### config.mk
export PLATFORM = sky130hd
export DESIGN_NAME = uart_alu_ctrl
export DESIGN_NICKNAME = d
export VERILOG_FILES = /design/src/rtl/uart_alu_ctrl.sv
export SDC_FILE = /design/constraint.sdc
export NUM_CORES = 1
export LEC_CHECK = 0
export CELL_PAD_IN_SITES_DETAIL_PLACEMENT = 0
export CELL_PAD_IN_SITES_GLOBAL_PLACEMENT = 2
export CORE_ASPECT_RATIO = 1.4
export CORE_UTILIZATION = 35
export CTS_CLUSTER_SIZE = 14
export DETAILED_ROUTE_END_ITERATION = 7
export GPL_TIMING_DRIVEN = 0
export PLACE_DENSITY_LB_ADDON = 0.1
export SYNTH_ARGS = -nofsm -noshare
export SYNTH_HDL_FRONTEND = slang
export SYNTH_SLANG_ARGS = --single-unit
### constraint.sdc
create_clock -name CLK -period 3.19 [get_ports CLK]
set_clock_uncertainty 0.05 [all_clocks]
set_input_delay 0.319 -clock CLK [delete_from_list [all_inputs] [get_ports CLK]]
set_output_delay 0.319 -clock CLK [all_outputs]
set_load 0.02 [all_outputs]
### src/rtl/uart_alu_ctrl.sv
// uart_alu_ctrl: collects operand A, operand B and an opcode from a UART
// receiver, computes one ALU result and hands it to a UART transmitter.
// Bytes that arrive while a result is being computed or sent are dropped and
// recorded in a sticky overrun flag.
module uart_alu_ctrl #(
  parameter int NBIT_DATA = 8,
  parameter int NBIT_OP   = 6
) (
  input  logic                 CLK,
  input  logic                 reset,
  input  logic                 rx_done_tick,
  input  logic [NBIT_DATA-1:0] rx_data,
  input  logic                 tx_done_tick,
  output logic                 tx_start,
  output logic [NBIT_DATA-1:0] tx_data,
  output logic [NBIT_DATA-1:0] result,
  output logic                 op_err,
  output logic                 overrun
);

  typedef enum logic [2:0] {
    WAIT_A,
    WAIT_B,
    WAIT_OP,
    EXEC,
    SEND,
    WAIT_TX
  } state_e;

  // Opcode encodings; only the low NBIT_OP bits of the received byte matter.
  localparam logic [NBIT_OP-1:0] OP_ADD = NBIT_OP'('h20);
  localparam logic [NBIT_OP-1:0] OP_SUB = NBIT_OP'('h22);
  localparam logic [NBIT_OP-1:0] OP_AND = NBIT_OP'('h24);
  localparam logic [NBIT_OP-1:0] OP_OR  = NBIT_OP'('h25);
  localparam logic [NBIT_OP-1:0] OP_XOR = NBIT_OP'('h26);
  localparam logic [NBIT_OP-1:0] OP_NOR = NBIT_OP'('h27);
  localparam logic [NBIT_OP-1:0] OP_SRA = NBIT_OP'('h03);
  localparam logic [NBIT_OP-1:0] OP_SRL = NBIT_OP'('h02);

  state_e               state_q, state_d;
  logic [NBIT_DATA-1:0] a_q, a_d;
  logic [NBIT_DATA-1:0] b_q, b_d;
  logic [NBIT_OP-1:0]   op_q, op_d;
  logic [NBIT_DATA-1:0] result_q, result_d;
  logic [NBIT_DATA-1:0] tx_data_q, tx_data_d;
  logic                 op_err_q, op_err_d;
  logic                 overrun_q, overrun_d;

  logic [NBIT_DATA-1:0] alu_value;
  logic                 alu_valid;
  logic                 shift_big;

  // A shift amount of NBIT_DATA or more pushes every original bit out.
  assign shift_big = (32'(b_q) >= 32'(NBIT_DATA));

  // ALU: pure function of the latched operands and opcode.
  always_comb begin
    // NOTE: every output of a combinational block gets a default first so no
    // path through the case leaves it unassigned and infers a latch.
    alu_value = '0;
    alu_valid = 1'b1;
    case (op_q)
      OP_ADD:  alu_value = a_q + b_q;
      OP_SUB:  alu_value = a_q - b_q;
      OP_AND:  alu_value = a_q & b_q;
      OP_OR:   alu_value = a_q | b_q;
      OP_XOR:  alu_value = a_q ^ b_q;
      OP_NOR:  alu_value = ~(a_q | b_q);
      OP_SRL:  alu_value = shift_big ? '0 : (a_q >> b_q);
      OP_SRA:  alu_value = shift_big ? {NBIT_DATA{a_q[NBIT_DATA-1]}}
                                     : NBIT_DATA'($signed(a_q) >>> b_q);
      default: alu_valid = 1'b0;
    endcase
  end

  // Next-state and datapath-register update for the byte-sequencing FSM.
  always_comb begin
    state_d   = state_q;
    a_d       = a_q;
    b_d       = b_q;
    op_d      = op_q;
    result_d  = result_q;
    tx_data_d = tx_data_q;
    op_err_d  = op_err_q;
    overrun_d = overrun_q;
    case (state_q)
      WAIT_A: if (rx_done_tick) begin
        a_d     = rx_data;
        state_d = WAIT_B;
      end
      WAIT_B: if (rx_done_tick) begin
        b_d     = rx_data;
        state_d = WAIT_OP;
      end
      WAIT_OP: if (rx_done_tick) begin
        op_d    = rx_data[NBIT_OP-1:0];
        state_d = EXEC;
      end
      EXEC: begin
        result_d  = alu_valid ? alu_value : '0;
        tx_data_d = alu_valid ? alu_value : '0;
        op_err_d  = ~alu_valid;
        state_d   = SEND;
      end
      SEND:    state_d = WAIT_TX;
      WAIT_TX: if (tx_done_tick) state_d = WAIT_A;
      default: state_d = WAIT_A;
    endcase
    // A byte arriving while busy is lost; remember that until reset.
    if (rx_done_tick && (state_q inside {EXEC, SEND, WAIT_TX})) overrun_d = 1'b1;
  end

  // State and datapath registers with asynchronous active-low reset.
  always_ff @(posedge CLK or negedge reset) begin
    if (!reset) begin
      state_q   <= WAIT_A;
      a_q       <= '0;
      b_q       <= '0;
      op_q      <= '0;
      result_q  <= '0;
      tx_data_q <= '0;
      op_err_q  <= 1'b0;
      overrun_q <= 1'b0;
    end else begin
      // NOTE: sequential state uses non-blocking assignments so every
      // register samples the pre-edge values regardless of statement order.
      state_q   <= state_d;
      a_q       <= a_d;
      b_q       <= b_d;
      op_q      <= op_d;
      result_q  <= result_d;
      tx_data_q <= tx_data_d;
      op_err_q  <= op_err_d;
      overrun_q <= overrun_d;
    end
  end

  // SEND lasts exactly one cycle, so decoding it gives a single-cycle pulse.
  assign tx_start = (state_q == SEND);
  assign tx_data  = tx_data_q;
  assign result   = result_q;
  assign op_err   = op_err_q;
  assign overrun  = overrun_q;

endmodule

# Word-level counts from Yosys, hierarchy flattened
# Cells that the tools add are included.
dict set report word_totals {
  ff_bits 35
  out_inout_bits 19
  word_cells 52
}
dict set report classes {
  n_addsub 2
  order_cmp 1
  n_eq_ne 17
  n_bitwise 5
  mux 10
  reduce_logical 8
  n_shift 2
}
# operator count
set ops {}
lappend ops {{$pmux W8 S8} 1}
lappend ops {{$eq A6 B6 Y1 const B} 6}
lappend ops {{$mux W8} 3}
lappend ops {{$pmux W3 S6} 1}
lappend ops {{$eq A6 B2 Y1 const B} 2}
lappend ops {{$mux W3} 4}
lappend ops {{$add A8 B8 Y8} 1}
lappend ops {{$and A8 B8 Y8} 1}
lappend ops {{$ge A8 B4 Y1 const B} 1}
lappend ops {{$ne A2 B2 Y1 const B} 4}
lappend ops {{$not A8 Y8} 1}
lappend ops {{$or A8 B8 Y8} 1}
lappend ops {{$reduce_or A8 Y1} 1}
lappend ops {{$shr A8 B8 Y8} 1}
lappend ops {{$sshr A8 B8 Y8} 1}
lappend ops {{$sub A8 B8 Y8} 1}
lappend ops {{$xor A8 B8 Y8} 1}
lappend ops {{$eq A3 B2 Y1 const B} 2}
lappend ops {{$eq A3 B3 Y1 const B} 2}
lappend ops {{$reduce_and A2 Y1} 3}
lappend ops {{$reduce_and A4 Y1} 1}
lappend ops {{$eq A3 B1 Y1 const B} 1}
lappend ops {{$logic_not A3 Y1} 1}
lappend ops {{$reduce_bool A3 Y1} 1}
lappend ops {{other kinds (3)} 3}

# Logic depth before layout (Yosys ltp)
# Gate-level depths: netlist (run 1).
dict set report logic_depth {
  depth_word 4
  ltp_mapped 13
  mapped_depth_nobuf 12
}

# Worst setup path after synthesis (run 1)
# Ideal clock, no wire load.
dict set report synth_path {
  path_type {register to register}
  start {reg op_q[2]}
  end {reg tx_data_q[2], in the netlist tx_data[2]}
  path_stages_with_launch 9
  slack_ps 590
  n_path_buf 0
  setup_ps 126
  required_time_ps 3014
  arrival_ps 2424
  path_cell_list {dfrtp_1 -> nor4_1 -> nand3_1 -> a21o_1 -> fa_1 -> xor2_1 -> o22ai_1 -> a221o_1 -> a221o_1}
}
dict set report synth_via {
  elab_chain_cells 4
  elab_cells_between_ends 12
  cone_classes {eq/ne (8); mux (3); reduce/logical (1)}
}
# item line
set synth_lines {}
lappend synth_lines {{start: declaration} 43} ;# logic [NBIT_OP-1:0] op_q, op_d;
lappend synth_lines {{start signal: assignment} 130} ;# op_q <= op_d;
lappend synth_lines {{$eq A6 B2 Y1 or $eq A6 B6 Y1 (tied branches)} 62} ;# case (op_q)
lappend synth_lines {{$reduce_or A8 Y1 (no source line)} --}
lappend synth_lines {{$mux W1} 62}
lappend synth_lines {{$mux W8 (*)} 101} ;# tx_data_d = alu_valid ? alu_value : '0;
lappend synth_lines {{end signal: assignment} 132} ;# tx_data_q <= tx_data_d;
lappend synth_lines {{end: declaration} 45} ;# logic [NBIT_DATA-1:0] tx_data_q, tx_data_d;
# Mark *: on every way between the ends. The rest lies on a longest branch, timed or not.
# A chain may end at the register's enable or synchronous reset.

# Final worst setup path (run 1)
dict set report layout_path {
  start {reg op_q[2]}
  end {reg tx_data_q[6], in the netlist tx_data[6]}
}
# The elaborated chain is that of the path after synthesis.

==> summary by stage, run 1 <==
Floorplan
The die footprint is just under 9000 µm². In this run the count of I/O pins placed on the die edge is 31. In this run the vertical extent of the chip is around 110 µm. For this configuration, the core starts out at a cell density of 0.3605. From left edge to right edge, the die measures around 80 µm. The core region is around 8200 µm². The row count is 39.

Final layout
The area of the multi-input gates is ~1900 µm². Summing all flip-flop and latch instances after layout gives about 880 µm². The final standard cell area without fillers is ~3600 µm². The area growth from synthesis to layout is 20.58%.

The number of filler cells placed in the layout is 863. The number of nets in the final layout is roughly 430. In the final layout, the share of cells above drive strength 1 is 0.1173.

The utilization after layout is 0.4347. The count of cells in the finished layout, fillers not included, comes to 494. The final antenna diode count is 0.

Clocking
The clock reaches the later pin of the worst-skew pair after between 0.2 and 0.3 ns. The clock tree from TritonCTS is done. The root buffer cell is sky130_fd_sc_hd__clkbuf_16. The maximum clock insertion buffer count is 2. For this design, the CTS-stage hold fixing added 0 buffers. Counting the buffers created by CTS gives 5. The deepest level of the CTS H-tree is 2.

After clock tree synthesis, the clock-pin slew on the worst setup and hold paths is 0.06 ns. Clock tree synthesis found a total of 35 sinks.

Worst setup path
The slowest cell on the critical path is sky130_fd_sc_hd__nor4_2. STA classifies the critical path startpoint as a flip-flop. The longest individual stage delay on the worst path is 0.48 ns.

The nature of the critical path endpoint is a flip-flop. For the worst setup path, the data arrival time is 3.15 ns. The required time reported for the critical path endpoint is roughly 3.4 ns.

Of all nets on the critical path, the largest fanout is 8. Traced cell by cell, the critical path runs through nor4_2 > nand3_1 > a21o_1 > fa_1 > nand2b_1 > a21oi_1 > o21a_1 > nor3_1 > nand3b_1 > a21oi_1. The critical setup path kind is flip-flop to flip-flop.

The most numerous cell type found on the critical path is sky130_fd_sc_hd__a21oi_1.

Pwr
The combinational power share is 0.653. The share of total power dissipated in the clock network is 0.132. The static leakage power is roughly 0.0015 µW. Across the VDD grid, the largest voltage drop is 535.6 µV. The power per standard cell area is ~1200 nW/µm².

The completed layout was analyzed and its total power is 4388 µW. In this run the power spent charging and discharging nets is 2153 µW. Of the total power, the share spent switching nets is 0.4906.

The share of total power dissipated in sequential elements is 0.215. The internal cell power is ~2200 µW.

Yosys
The synthesized design contains 0 enable-type register cells. After synthesis, the share of flip-flops with an asynchronous set or reset is 1.000. The share of the Yosys chip area taken by registers is 0.2964. After synthesis the netlist holds a flip-flop and latch count of 35.

The number of cells produced by synthesis is around 350. In the synthesized netlist the dominant register cell turns out to be sky130_fd_sc_hd__dfrtp_1. For this run, the number of Yosys warnings is 0. In this run, distinct cell masters in the synthesized netlist total 63. The post-synth net total is approximately 390. The mean instance size in the synthesized netlist is about 8.3 µm². The netlist area before placement is a little under 3000 µm².

Route
The count of nets left with antenna violations after detail routing is 0. The violation count after the first detailed-route iteration is around 180. The routed length per placed instance is ~19 µm. The remaining design rule violation count is 0. Detailed routing inserted a total of ~2,700 vias. The detail-routed via count per cell is ~5.4. The total wirelength of the detailed-routed design is 9251 µm.

The first detailed-routing pass ran for 4 iterations.

Status
The run finished with clean final reports.

Global route
The number of antenna violations at the first check in global routing was 0. The pin count of the biggest net entering global routing is 36. Across every metal layer, demand over resource in global routing totals 0.2303. The wire length of the first global-routing pass is 14,950 µm.

The residual overflow from global routing is 0. The number of global-route vias before repair is ~2,700.

Run
The max-capacitance violation count is 0.

Timing
Of the available clock period, the critical path in the final layout requires 0.9378. The count of final max-slew check failures came to 0. Setup repair after global routing left no endpoint under its margin. The total negative slack for setup checks is 0 ns.

The hold violation total from the final report was 0. Setup violations remaining at the end of the flow were counted as 0. The transition time at the pin with the least slew margin is 0.8377 ns.

The achievable frequency is about 0.33 GHz. The final critical delay including setup and external delays is 2.991 ns. In this run the tightest slew margin relative to its limit is 0.4415.

Placed design
The count of buffers added on input and output ports is 30. The routability congestion estimate is ~0.90. Summing all placed instances gives a cell area of approximately 3400 µm². Summed over all nets, the half-perimeter wirelength after detailed placement is approximately 7300 µm. The instance count after placement with tap cells included is between 400 and 500.

Worst hold path
The type of the tightest min-delay check is primary input to async pin.
==> stage by stage <==
stage | hold slack, ns | worst slack [ns]
after floorplan | -0.02659 | 0.5898
after detailed placement | 0.3934 | 0.02061
after global placement | 0.3893 | 0.03400
after CTS | 0.1439 | 0.06529
after global routing | 0.1586 | 0.02641
final | 0.07953 | 0.1986
==> path summary, 6_finish.rpt <==
check	start	end	slack (ns)	cells after the start
worst max-delay path	op_q[2]$_DFFE_PN0P_	tx_data[6]$_DFFE_PN0N_	0.20	10
worst min-delay path	reset	b_q[5]$_DFFE_PN0P_	0.08	1
worst max register to register	op_q[2]$_DFFE_PN0P_	tx_data[6]$_DFFE_PN0N_	0.20	10
worst min register to register	overrun$_DFFE_PN0P_	overrun$_DFFE_PN0P_	0.41	1
max in group asynchronous	reset	tx_data[7]$_DFFE_PN0N_	2.47	1
min in group CLK	overrun$_DFFE_PN0P_	overrun$_DFFE_PN0P_	0.41	1
==> cell usage after synthesis (3+ instances only) <==
master | n | area, µm²
sky130_fd_sc_hd__dfrtp_1 | 35 | 875.8
sky130_fd_sc_hd__xnor2_1 | 14 | 122.6
sky130_fd_sc_hd__mux2_2 | 5 | 56.30
sky130_fd_sc_hd__buf_2 | 7 | 35.03
sky130_fd_sc_hd__nor3_1 | 7 | 35.03
sky130_fd_sc_hd__o211ai_1 | 3 | 22.52
sky130_fd_sc_hd__o21ai_0 | 34 | 170.2
sky130_fd_sc_hd__xor2_1 | 5 | 43.79
sky130_fd_sc_hd__nand2_1 | 42 | 157.7
sky130_fd_sc_hd__mux2i_1 | 11 | 110.1
sky130_fd_sc_hd__nand2b_1 | 5 | 31.28
sky130_fd_sc_hd__a21oi_1 | 24 | 120.1
sky130_fd_sc_hd__inv_1 | 20 | 75.07
sky130_fd_sc_hd__buf_4 | 8 | 60.06
sky130_fd_sc_hd__a31oi_1 | 7 | 43.79
sky130_fd_sc_hd__nand3_1 | 9 | 45.04
sky130_fd_sc_hd__nor2_1 | 29 | 108.9
sky130_fd_sc_hd__o22ai_1 | 3 | 18.77
sky130_fd_sc_hd__clkbuf_1 | 7 | 26.28
sky130_fd_sc_hd__ha_1 | 24 | 300.3
==> flip-flops by register name, indices dropped and copies added (netlist names) <==
name	count
state_q	3
b_q	8
overrun	1
op_err	1
tx_data	8
op_q	6
a_q	8
==> timing repair <==
item / in CTS / in global routing
setup buffers: 0 / 0
endpoints found under the setup margin: 1 / 2
gates resized for setup: 1 / 2
==> final cells by class <==
type                            count  area share
Multi-Input combinational cell    274      0.5249
Sequential cell                    35      0.2458
Timing Repair Buffer               30     0.08287
Buffer                             24     0.03968
Clock buffer                        6     0.03897
Tap cell                          102     0.03581
Inverter                           21     0.02212
Clock inverter                      2    0.009831
==> metal layers <==
metal / vias to the layer above / GRT usage / share of wire / routed length (µm)
met1: 1280 / 0.2826 / 0.43 / 3953
met5: - / 0 / 0 / 0
met4: 0 / 0.1067 / 0.038 / 355
met3: 21 / 0.04033 / 0.034 / 312
li1: 1319 / - / - / -
met2: 66 / 0.3835 / 0.50 / 4629
==> kinds of logic after synthesis <==
group                    count (synthesis)  synth area share
AO/OA/AOI/OAI                           95            0.1981
flip-flops                              35            0.2964
AND/OR/NAND/NOR                        118            0.2041
buffers and inverters                   45           0.07282
multiplexers                            17           0.06393
XOR/XNOR                                19           0.05631
adder cells (fa/ha/maj)                 25            0.1084
==> worst max-delay path: cells and delay by family, from the launching register on <==
| kind | cells | cell delay (ns) |
|---|---|---|
| DFF | 1 | 0.47 |
| AOI/OAI and AO/OA | 4 | 0.81 |
| and+or+nand+nor | 5 | 1.15 |
| adders and majority gates | 1 | 0.42 |
==> power groups by stage <==
stage,Combinational [µW],Clock (µW),Sequential (µW)
floorplan,2010,0,902
global placement,2830,0,938
detailed placement,2850,0,940
CTS,2880,592,937
global route,3200,611,979
finish,2870,581,942
==> layout by cell type, fill, tap and decap left out, drive strengths merged, types with 5 or more instances in the layout <==
master and instances:
nor3 7, xor2 5, nand2 42, o21ai 35
a31oi 7, mux2 5, inv 20, mux2i 11
a21oi 25, xnor2 14, clkbuf 15, ha 24
nand3 10, nand2b 5, buf 16, dfrtp 35
nor2 33, clkdlybuf4s50 29
No activity file was read; power rests on OpenSTA's default activity.
==> run 2, diff against run 1 <==
--- a/config.mk
+++ b/config.mk
@@ -8,6 +8,7 @@
 export CELL_PAD_IN_SITES_DETAIL_PLACEMENT = 0
 export CELL_PAD_IN_SITES_GLOBAL_PLACEMENT = 2
 export CORE_ASPECT_RATIO = 1.4
+export CORE_MARGIN = 3
 export CORE_UTILIZATION = 35
 export CTS_CLUSTER_SIZE = 14
 export DETAILED_ROUTE_END_ITERATION = 7
==> run 2 against run 1 <==
  * Fmax rose by 1.1%
  * Global-route usage fell by 2.9 points
  * Final cell count unchanged
  * Sequential share of layout area barely moved
  * Critical path depth down 2
  * Flip-flop and latch count is the same
  * Die area up 8.8%
  * Clock power fell by 2%
  * Combinational power barely moved
  * Non-clock buffer count did not move
  * Register-to-register slack better by 0.03 ns
  * Largest cell class unchanged
==> summary by stage, run 2 (same netlist as run 1, synthesis figures left out) <==
Status
Result of the run: completed (unchanged).

Final layout
The area growth from synthesis to layout came to 20.41% (was 20.58%). The number of nets in the final layout came to 428 (unchanged). Most frequent cells in the layout: sky130_fd_sc_hd__nand2_1, sky130_fd_sc_hd__dfrtp_1, sky130_fd_sc_hd__o21ai_0, sky130_fd_sc_hd__nor2_1, sky130_fd_sc_hd__clkdlybuf4s50_1 (unchanged).

The area of the multi-input gates is 1871 µm² (unchanged). The share of cells above drive strength 1 is 0.1173 (unchanged). The footprint of the flip-flops and latches is 875.8 µm² (unchanged). The number of filler cells placed in the layout is 844 (was 863). The final antenna diode count is 0 (unchanged). The most common cell after layout, fill and taps aside is sky130_fd_sc_hd__nand2_1 (unchanged).

Floorplan
The die outline width is 83.66 µm (was 79.66 µm). The count of boundary I/O pins is 31 (unchanged). The core area is 8198 µm² (unchanged). The row count was 39 (unchanged). The vertical die dimension is 114.7 µm (was 110.7 µm). The die footprint came to 9598 µm² (was 8820 µm²). The starting density of the core was 0.3605 (unchanged).

Placed design
The number of buffer cells added on primary ports is 30 (unchanged). The routability congestion estimate is 0.9245 (was 0.9018). The HPWL after detailed placement is 7282 µm (was 7320 µm).

Worst setup path
The logic depth of the worst register-to-register path was 8 (was 10). The critical setup path kind was flip-flop to flip-flop (unchanged). The largest fanout of any net on the critical path is 8 (unchanged).

The reg-to-reg startpoint is op_q[2]$_DFFE_PN0P_ (unchanged). The critical register-to-register path endpoint is tx_data[2]$_DFFE_PN0N_ (was tx_data[6]$_DFFE_PN0N_). The destination of the critical timing path is tx_data[2]$_DFFE_PN0N_ (was tx_data[6]$_DFFE_PN0N_).

The nature of the critical path endpoint is a flip-flop (unchanged). The reg-to-reg setup timing slack is 0.23 ns (was 0.20 ns). The arrival time at the worst endpoint was 3.08 ns (was 3.15 ns). The required time reported for the critical path endpoint was 3.31 ns (was 3.35 ns). The startpoint of the worst setup timing path is op_q[2]$_DFFE_PN0P_ (unchanged). The startpoint type of the worst setup path is a flip-flop (unchanged).

Clocking
The root buffer cell is sky130_fd_sc_hd__clkbuf_16 (unchanged). The maximum clock insertion buffer count is 2 (unchanged). The clock insertion delay at the later pin of the skew report was 0.29 ns (was 0.28 ns). The post-CTS setup-driven buffer insertion count came to 0 (unchanged). The clock sink count came to 35 (unchanged).

The TritonCTS buffer count came to 5 (unchanged). The post-CTS clock slew at the launch and capture registers of the worst setup and hold paths came to 0.06 ns (about the same). The clock tree from TritonCTS is done (unchanged).

The deepest level of the CTS H-tree is 2 (unchanged).

Global route
The residual overflow from global routing was 0 (unchanged). The overall global routing resource usage is 0.2008 (was 0.2303). The number of antenna violations at the first check in global routing was 0 (unchanged). The number of global-route vias before repair was 2,702 (was 2,697). The pin count of the biggest net entering global routing is 36 (unchanged).

The wire length of the first global-routing pass is 14,740 µm (was 14,950 µm).

Timing
The achievable frequency is 0.3379 GHz (was 0.3343 GHz). RSZ-0062 raised after global routing: false (unchanged). The final-report setup violation count is 0 (unchanged). The final period utilization is 0.9276 (was 0.9378). The hold violation total from the final report was 0 (unchanged). The relative slew slack is 0.4456 (was 0.4415).

The transition time at the pin with the least slew margin is 0.8247 ns (was 0.8377 ns). The final critical delay including setup and external delays is 2.959 ns (was 2.991 ns). The count of final max-slew check failures is 0 (unchanged).

The total negative slack for setup checks is 0 ns (unchanged).

Worst hold path
The type of the tightest min-delay check is primary input to async pin (unchanged).

Route
The detailed-route via count came to 2,687 (was 2,686). The number of search-and-repair iterations in the first detailed-routing pass is 4 (unchanged). The remaining design rule violation count is 0 (unchanged).

The total wirelength of the detailed-routed design was 9301 µm (was 9251 µm). The count of nets left with antenna violations after detail routing was 0 (unchanged). The routed length per placed instance is 18.83 µm (was 18.73 µm).

The violation count after the first detailed-route iteration is 214 (was 177). The detail-routed via count per cell is 5.439 (was 5.437).

Run
The max-capacitance violation count is 0 (unchanged).

Pwr
The power per standard cell area is 1230 nW/µm² (was 1231 nW/µm²). The static leakage power came to 0.001479 µW (was 0.001483 µW). The overall power after layout is 4376 µW (was 4388 µW). The peak supply drop is 533.3 µV (was 535.6 µV).
==> run 2: cell types whose count changed in the layout (fill, tap and decap cells not counted), sizes merged <==
cell | previous run | this run
clkinv | 2 | 3
clkbuf | 15 | 14
==> run 2: where the power goes <==
| group | internal, µW | switching (µW) |
|---|---|---|
| Sequential | 647 | 293 |
| Combinational | 1200 | 1660 |
| Clock | 369 | 202 |
==> run 2: cell type report <==
type / count / area share
clock inverter: 3 / 0.01231
timing repair buffer: 30 / 0.08298
clock buffer: 5 / 0.03516
sequential: 35 / 0.2461
inverter: 21 / 0.02215
buffer: 24 / 0.03973
tap: 102 / 0.03586
multi-input combinational: 274 / 0.5257
==> run 2: worst min-delay path by stage <==
stage | startpoint | end | cells after the start | slack (ns)
3_3_place_gp | overrun$_DFFE_PN0P_ | overrun$_DFFE_PN0P_ | 1 | 0.39
3_5_place_dp | overrun$_DFFE_PN0P_ | overrun$_DFFE_PN0P_ | 1 | 0.40
2_1_floorplan | reset | a_q[0]$_DFFE_PN0P_ | 0 | -0.03
6_report | reset | b_q[5]$_DFFE_PN0P_ | 1 | 0.08
5_1_grt | reset | b_q[5]$_DFFE_PN0P_ | 1 | 0.15
4_1_cts | reset | a_q[3]$_DFFE_PN0P_ | 1 | 0.12
==> run 2: metal layers <==
layer / vias to the layer above / global-route usage / share of wire
li1: 1324 / - / -
met1: 1268 / 0.2483 / 0.43
met2: 74 / 0.3457 / 0.49
met3: 21 / 0.02952 / 0.043
met4: 0 / 0.09227 / 0.038
met5: - / 0 / 0
==> run 2: timing repair <==
item                       in CTS  in global routing
setup endpoints to repair       0                  4
hold buffers                    0                  0
gates resized for setup         0                  3
==> run 2: stage by stage <==
step | cells | util | hold WS (ns) | instance area (µm²) | setup slack, ns
finish | 494 | 0.4341 | 0.07518 | 3558 | 0.2309
floorplan | 354 | - | -0.02659 | 2955 | 0.5898
CTS | 494 | 0.4327 | 0.1227 | 3547 | 0.04168
detailed placement | 486 | 0.4121 | 0.3981 | 3378 | 0.08378
global route | 494 | 0.4341 | 0.1491 | 3558 | 0.01597
global placement | 486 | 0.4127 | 0.3915 | 3383 | 0.03807
==> run 2: worst max-delay path, cell delays in order, from the launching register on <==
cell	delay, ns
sky130_fd_sc_hd__dfrtp_1	0.46
sky130_fd_sc_hd__nor4_2	0.45
sky130_fd_sc_hd__nand3_1	0.25
sky130_fd_sc_hd__a21o_1	0.27
sky130_fd_sc_hd__fa_1	0.43
sky130_fd_sc_hd__xor2_1	0.20
sky130_fd_sc_hd__o22ai_1	0.12
sky130_fd_sc_hd__a221o_1	0.29
sky130_fd_sc_hd__a221o_1	0.31
==> run 3, diff against run 2 <==
--- a/config.mk
+++ b/config.mk
@@ -17,3 +17,4 @@
 export SYNTH_ARGS = -nofsm -noshare
 export SYNTH_HDL_FRONTEND = slang
 export SYNTH_SLANG_ARGS = --single-unit
+export TNS_END_PERCENT = 5
==> results of run 3 <==
Same layout as run 2: the final DEF is identical, and so are final timing and power.
